--- src/rtl/chunked_adder_seq.sv ---
// chunked_adder_seq: WIDTH-bit adder built from one shared CHUNK-bit slice.
// One chunk is added per clock, LSB chunk first, with a registered carry
// between chunks. Valid/ready handshake on both the operand and result sides.
// Optional feature macro: ADD_SUB_EN (enables subtraction through the sub port).
module chunked_adder_seq #(
  parameter int unsigned WIDTH = 32,
  parameter int unsigned CHUNK = 8
) (
  input  logic             clk,
  input  logic             rst_n,
  input  logic             in_valid,
  output logic             in_ready,
  input  logic [WIDTH-1:0] a,
  input  logic [WIDTH-1:0] b,
  input  logic             sub,
  output logic             busy,
  output logic             out_valid,
  input  logic             out_ready,
  output logic [WIDTH-1:0] s,
  output logic             cout
);

  localparam int unsigned NCHUNK = WIDTH / CHUNK;
  localparam int unsigned IDXW   = (NCHUNK > 1) ? $clog2(NCHUNK) : 1;

  typedef enum logic [1:0] {
    StIdle,
    StRun,
    StDone
  } state_e;

  state_e r_state;
  state_e w_state_d;

  logic [WIDTH-1:0] r_a;
  logic [WIDTH-1:0] r_b;
  logic [WIDTH-1:0] r_s;
  logic             r_carry;
  logic             r_cout;
  logic [IDXW-1:0]  r_idx;

  logic [CHUNK-1:0] w_a_chunk;
  logic [CHUNK-1:0] w_b_chunk;
  logic [CHUNK:0]   w_sum;
  logic [WIDTH-1:0] w_s_d;
  logic             w_last;
  logic             w_accept;
  logic             w_run;
  logic [WIDTH-1:0] w_b_load;
  logic             w_carry_init;

`ifdef ADD_SUB_EN
  // Subtraction as a + ~b + 1: invert B at capture and seed the carry with 1.
  assign w_b_load     = sub ? ~b : b;
  assign w_carry_init = sub;
`else
  logic w_unused_sub;
  assign w_b_load     = b;
  assign w_carry_init = 1'b0;
  assign w_unused_sub = sub;
`endif

  assign w_accept = (r_state == StIdle) && in_valid;
  assign w_run    = (r_state == StRun);
  assign w_last   = (r_idx == IDXW'(NCHUNK - 1));

  // Select the operand chunks addressed by the chunk index.
  always_comb begin
    w_a_chunk = '0;
    w_b_chunk = '0;
    for (int unsigned i = 0; i < NCHUNK; i++) begin
      if (r_idx == IDXW'(i)) begin
        w_a_chunk = r_a[i*CHUNK +: CHUNK];
        w_b_chunk = r_b[i*CHUNK +: CHUNK];
      end
    end
  end

  // Shared adder slice; the top bit is the carry into the next chunk.
  assign w_sum = {1'b0, w_a_chunk} + {1'b0, w_b_chunk} + {{CHUNK{1'b0}}, r_carry};

  // Merge the freshly computed chunk into the partial sum.
  always_comb begin
    w_s_d = r_s;
    for (int unsigned i = 0; i < NCHUNK; i++) begin
      if (r_idx == IDXW'(i)) begin
        w_s_d[i*CHUNK +: CHUNK] = w_sum[CHUNK-1:0];
      end
    end
  end

  // State register.
  always_ff @(posedge clk or negedge rst_n) begin
    if (!rst_n) begin
      r_state <= StIdle;
    end else begin
      r_state <= w_state_d;
    end
  end

  // Next-state and handshake outputs, all decoded from the state alone.
  always_comb begin
    w_state_d = r_state;
    in_ready  = 1'b0;
    busy      = 1'b0;
    out_valid = 1'b0;
    unique case (r_state)
      StIdle: begin
        in_ready = 1'b1;
        if (in_valid) begin
          w_state_d = StRun;
        end
      end
      StRun: begin
        busy = 1'b1;
        if (w_last) begin
          w_state_d = StDone;
        end
      end
      StDone: begin
        busy      = 1'b1;
        out_valid = 1'b1;
        if (out_ready) begin
          w_state_d = StIdle;
        end
      end
      default: begin
        w_state_d = StIdle;
      end
    endcase
  end

  // Operand capture and chunk-serial datapath.
  always_ff @(posedge clk or negedge rst_n) begin
    if (!rst_n) begin
      r_a     <= '0;
      r_b     <= '0;
      r_s     <= '0;
      r_carry <= 1'b0;
      r_cout  <= 1'b0;
      r_idx   <= '0;
    end else if (w_accept) begin
      r_a     <= a;
      r_b     <= w_b_load;
      r_carry <= w_carry_init;
      r_idx   <= '0;
      r_s     <= '0;
      r_cout  <= 1'b0;
    end else if (w_run) begin
      r_s     <= w_s_d;
      r_carry <= w_sum[CHUNK];
      if (w_last) begin
        r_idx  <= '0;
        r_cout <= w_sum[CHUNK];
      end else begin
        r_idx <= r_idx + 1'b1;
      end
    end
  end

  assign s    = r_s;
  assign cout = r_cout;

endmodule
--- config.mk ---
export PLATFORM = sky130hd
export DESIGN_NAME = chunked_adder_seq
export DESIGN_NICKNAME = d
export VERILOG_FILES = /design/src/rtl/chunked_adder_seq.sv
export SDC_FILE = /design/constraint.sdc
export NUM_CORES = 1
export LEC_CHECK = 0
export ABC_AREA = 1
export BUFFER_PORTS_ARGS = -buffer_cell sky130_fd_sc_hd__buf_2
export CORE_UTILIZATION = 45
export DETAILED_ROUTE_END_ITERATION = 7
export PLACE_DENSITY = 0.68
export SYNTH_ARGS = -nofsm -noshare
export SYNTH_HDL_FRONTEND = slang
export SYNTH_SLANG_ARGS = --single-unit
--- constraint.sdc ---
create_clock -name clk -period 4.1 [get_ports clk]
set_input_delay 0.205 -clock clk [delete_from_list [all_inputs] [get_ports clk]]
set_output_delay 0.205 -clock clk [all_outputs]
set_load 0.005 [all_outputs]
# Word-level counts from Yosys, hierarchy flattened
# Index checks and enable logic that the tools add are counted.
word_totals:
  in_bits: 69
  output_inout_bits: 36
  word_cells: 64
  ff_bits: 102
classes:
  n_reduce_logical: 14
  add_sub_neg: 3
  mux: 29
  n_eq_ne: 8
ops:
  columns: ["op", "n"]
  rows:
  - ["8-bit 2-to-1 mux", 12]
  - ["32-bit 2-to-1 mux", 2]
  - ["2-bit 2-to-1 mux", 6]
  - ["2-bit nonzero test", 5]
  - ["8-bit by 8-bit adder with 9-bit output", 1]
  - ["9-bit by 1-bit adder with 9-bit output", 1]
  - ["1-bit 2-to-1 mux", 8]
  - ["2-bit AND reduction", 4]
  - ["2-bit == test (second input constant)", 3]
  - ["2-bit inequality test (second input constant)", 3]
  - ["2-bit one-hot mux with 3 select lines", 1]
  - ["2-bit by 1-bit == test with 1-bit output (second input constant)", 2]
  - ["2-bit zero test", 2]
  - ["3-bit AND reduction", 1]
  - ["2-bit by 1-bit adder with 2-bit output (second input constant)", 1]
  - ["2-bit OR reduction", 1]
  - ["1-bit logical AND", 1]

# Logic depth before layout (Yosys ltp)
logic_depth:
  word_depth: 10
  depth_mapped: 19
  mapped_depth_nobuf: 18

# Worst setup path after synthesis
# No wires, ideal clock.
synth_path:
  kind: "reg-to-reg"
  start: "register r_idx[1]"
  end: "register r_s[12] (netlist: s[12])"
  synth_period_minus_slack_ps: 2579
  arrival_ps: 2459
  n_path_buf: 2
  path_stages_with_launch: 19
  required_ps: 3980
  slack_ps: 1521
  setup_time_ps: 120
  path_cell_list: "dfrtp_1 inv_1 ha_1 buf_6 nor2_8 buf_6 a22oi_1 a21oi_1 a21oi_1 fa_1 inv_1 fa_1 nand2_1 nand2_1 and2_1 nor2_1 nor2_2 nand2_2 o21ai_2"
synth_via:
  elab_chain_cells: 10
  word_cells_on_any_way: 19
  classes_between: "add/sub: 2; eq/ne: 3; mux: 11; reduce/logical: 3"
synth_lines:
  columns: ["item", "line_no", "text"]
  rows:
  - ["start: declaration", "40", "logic [IDXW-1:0] r_idx;"]
  - ["start signal: assignment", "156", "r_idx <= r_idx + 1'b1;"]
  - ["2-bit zero test", "72", "if (r_idx == IDXW'(i)) begin"]
  - ["8-bit 2-to-1 mux (4 in a row)", "72", null]
  - ["8-bit by 8-bit adder with 9-bit output", "80", "assign w_sum = {1'b0, w_a_chunk} + {1'b0, w_b_chunk} + {{CHUNK{1'b0}}, r_carry};"]
  - ["9-bit by 1-bit adder with 9-bit output", "80", null]
  - ["8-bit 2-to-1 mux", "86", "if (r_idx == IDXW'(i)) begin"]
  - ["32-bit 2-to-1 mux", "149", "end else if (w_run) begin"]
  - ["32-bit 2-to-1 mux", "142", "end else if (w_accept) begin"]
  - ["end signal: assignment", "150", "r_s <= w_s_d;"]
  - ["end: declaration", "37", "logic [WIDTH-1:0] r_s;"]
# Several ways; a longest one is shown, not always the timed one. The select of a mux whose other input is x is not followed.
# A chain may end at the register's enable or synchronous reset.

# Worst setup path after layout
layout_path:
  start: "register r_idx[0]"
  end: "register r_s[12] (netlist: s[12])"
# The elaborated chain is that of the path after synthesis.

==> out/qor.csv <==
stage,metric,value,unit
layout,most-common-layout-cells,"nand2_1, dfrtp_1, buf_2, o21ai_1, inv_1",
logic_synthesis,ys.flop_type,dfrtp_1,
worst_hold_path,min_path_type,primary input to register,
logic_synthesis,yosysTopAreaCellShare,51.5,%
logic_synthesis,synth_xor_area_share,0,%
setup_path,crit_fanout,21,
global_routing,met3_usage,2.80,%
placed_design,dp_cells,820,
drt,routedWlPerCell,13.5,um
layout,fillCellCount,1026,
setup_path,critPathMostFrequentCell,inv_1,
floorplan,die_area,11400,um2
job,drv_cap,0,
clock_tree,post_cts_buffers,0,
global_routing,gr-usage-met2,36.1,%
logic_synthesis,async_flop_share,100,%
logic_synthesis,synth_edf_count,0,
global_routing,use_met1,29.8,%
logic_synthesis,synth_top_area_cell,dfrtp_1,
global_routing,grt_pass1_wl,19.5,mm
drt,drt_iter0_drc,238,
sta,slew_headroom,30.3,%
setup_path,critPathKind,register to register,
clock_tree,cts_max_level,3,
sta,finalCritPeriodShare,78.3,%
logic_synthesis,ys_ff_latch,102,
logic_synthesis,synth_nets,690,
clock_tree,clk_latency,0.37,ns
run_status,status,completed,
logic_synthesis,yosys.cell_types.count,30,
floorplan,core_area,10500,um2
setup_path,end_kind,register,
setup_path,crit_path_top_delay_cell,ha_1,
sta,whs,0.0234,ns
setup_path,path_cells,"inv_1, ha_1, inv_1, buf_4, o21ai_0, a21oi_1, a21oi_1, fa_1, inv_1, fa_1, nand2_1, nand2_1, and2_1, nor2_1, nor2_2, nand2_2, o21ai_2",
floorplan,die_w,107,um
sta,slew_violations,0,
floorplan,die_h,107,um
logic_synthesis,synth_area_leaders,"dfrtp_1, nand2_1, ha_1",
global_routing,grt_max_degree,88,
pwr,p_total,4970,uW
logic_synthesis,ys_warn_count,0,
layout,area_growth,14.5,%
placed_design,port_buffers,103,
layout,multi_input_area,2090,um2
setup_path,crit_required,4.36,ns
clock_tree,cts_buffers,9,
drt,drcViolationCount,0,
pwr,peakVddDrop,0.385,mV
sta,fmax,311,MHz
setup_path,critPathArrivalTime,3.47,ns
setup_path,cpPeakStageDelay,0.47,ns
pwr,leakagePower,0.00318,uW
layout,instances_no_fill,837,
layout,final_common_cell,nand2_1,
sta,finalCriticalPeriod,3.21,ns
setup_path,path_buf_inv,4,
layout,fin_nets,781,
drt,final_antenna_net_count,0,
setup_path,cp_top_family,adder cells,
global_routing,busiest_layer,met2,
clock_tree,clk_pin_slew,0.11,ns
layout,layout-drive-gt1-share,21.4,%
sta,worstMarginPinSlew,1.04,ns
clock_tree,cts_resized,0,
global_routing,grt_usage,21.9,%
layout,n_antenna_cell,0,
pwr,powerDensity,877,nW/um2
floorplan,rows,37,
logic_synthesis,synth_area_per_cell,8.19,um2
logic_synthesis,synth.yosys.seq_area_share,51.5,%
sta,finalSetupTns,0,ns
logic_synthesis,syn_area,4950,um2
drt,viasPerCell,5.01,
logic_synthesis,synth_compound_area_share,9.09,%
sta,finClkSkew,0.0109,ns
logic_synthesis,synthSimpleGateAreaFrac,28.7,%
sta,hold_viol,0,
global_routing,antenna_found_initial,0,
clock_tree,cts_num_sinks,102,
logic_synthesis,synth_adder_area_share,4.34,%
worst_hold_path,holdPathStages,3,
layout,seqCellArea,2550,um2
drt,drt-total-wl,11.3,mm
floorplan,initial_utilization,47.1,%
clock_tree,ctsLongestPathBuffers,2,
placed_design,placed_cell_area,5470,um2
sta,grt_setup_unrepaired,no,
layout,fin_area,5670,um2
setup_path,worst_setup_path_start_kind,register,
global_routing,grt_pass1_vias,4160,
logic_synthesis,synthMuxAreaShare,0,%
floorplan,ios,105,
clock_tree,holdBufCountCts,1,
global_routing,overflow,0,
clock_tree,tritoncts,built,
placed_design,place_hpwl,8.12,mm
placed_design,routabilityCongestion,0.826,
logic_synthesis,synth_top_family_by_area,simple AND/OR/NAND/NOR gates,
setup_path,r2r_cells,17,
logic_synthesis,netlist_instances,605,
drt,first_pass_iters,5,
clock_tree,cts-root-buf,clkbuf_8,
drt,num_vias,4194,
sta,setup_viol,0,
setup_path,crit_cells,17,
## state kept, by name, summed over array words and instances (netlist names)
name and count:
r_a 32, r_b 32, cout 1, r_carry 1, s 32, r_state 2, r_idx 2
## cell type report
cell class                 count  area share (%)
clock buffer                  10            2.43
clock inverter                 6           0.948
tap                          136            3.00
timing repair buffer         109            9.97
multi-input combinational    446            36.8
inverter                      28            1.85
sequential                   102            45.0
## layer usage
| metal | share of wire (%) | wire length [um] |
|---|---|---|
| met5 | 0 | 0 |
| met4 | 2.2 | 246 |
| met3 | 3.5 | 392 |
| met2 | 47 | 5330 |
| met1 | 47 | 5370 |
## path summary, 6_finish.rpt
| kind | start | to | slack [ns] |
|---|---|---|---|
| worst max-delay path | r_idx[0]$_DFFE_PN0P_ | s[12]$_DFFE_PN0P_ | 0.89 |
| worst min-delay path | b[0] | r_b[0]$_DFFE_PN0P_ | 0.02 |
| worst max register to register | r_idx[0]$_DFFE_PN0P_ | s[12]$_DFFE_PN0P_ | 0.89 |
| worst min register to register | s[31]$_DFFE_PN0P_ | s[31]$_DFFE_PN0P_ | 0.49 |
| max in group asynchronous | rst_n | r_b[31]$_DFFE_PN0P_ | 2.66 |
| min in group asynchronous | rst_n | r_b[12]$_DFFE_PN0P_ | 0.49 |
## power breakdown
group	switching (uW)	total (uW)	internal, uW
registers	260	1740	1480
logic	1680	2620	936
clock network	370	618	248
total	2310	4970	2660
## cells by family (layout without fill, tap and decap cells)
logic type | Yosys count | count (layout)
and+or+nand+nor | 352 | 352
DFF | 102 | 102
AOI/OAI and AO/OA | 78 | 78
buffers and inverters | 57 | 153
adders and majority gates | 16 | 16
## synth_stat cells (3+ instances only)
| library cell | count |
|---|---|
| nand2_1 | 307 |
| dfrtp_1 | 102 |
| o21ai_1 | 32 |
| inv_1 | 21 |
| a21oi_1 | 20 |
| ha_1 | 14 |
| nand4_1 | 13 |
| buf_2 | 12 |
| nor2_1 | 11 |
| o21ai_0 | 10 |
| a22oi_1 | 8 |
| buf_6 | 8 |
| inv_2 | 7 |
| nand3_1 | 7 |
| buf_4 | 6 |
| nand2_2 | 6 |
| o21ai_2 | 4 |
| clkbuf_1 | 3 |
## metrics by stage
stage / utilization [%] / worst slack [ns]
final: 54.0 / 0.889
after global routing: 54.0 / 0.609
after CTS: 54.0 / 0.896
after detailed placement: 52.1 / 0.919
after global placement: 52.1 / 0.999
after floorplan: - / 1.52
## worst register-to-register path, stage by stage (launching register included)
cell and delay, ns:
dfrtp_1 0.41, inv_1 0.13, ha_1 0.47, inv_1 0.14, buf_4 0.23, o21ai_0 0.18, a21oi_1 0.06, a21oi_1 0.15
fa_1 0.19, inv_1 0.07, fa_1 0.42, nand2_1 0.08, nand2_1 0.06, and2_1 0.15, nor2_1 0.11, nor2_2 0.05
nand2_2 0.17, o21ai_2 0.06
Note: power is estimated with default switching activity, not from simulation.
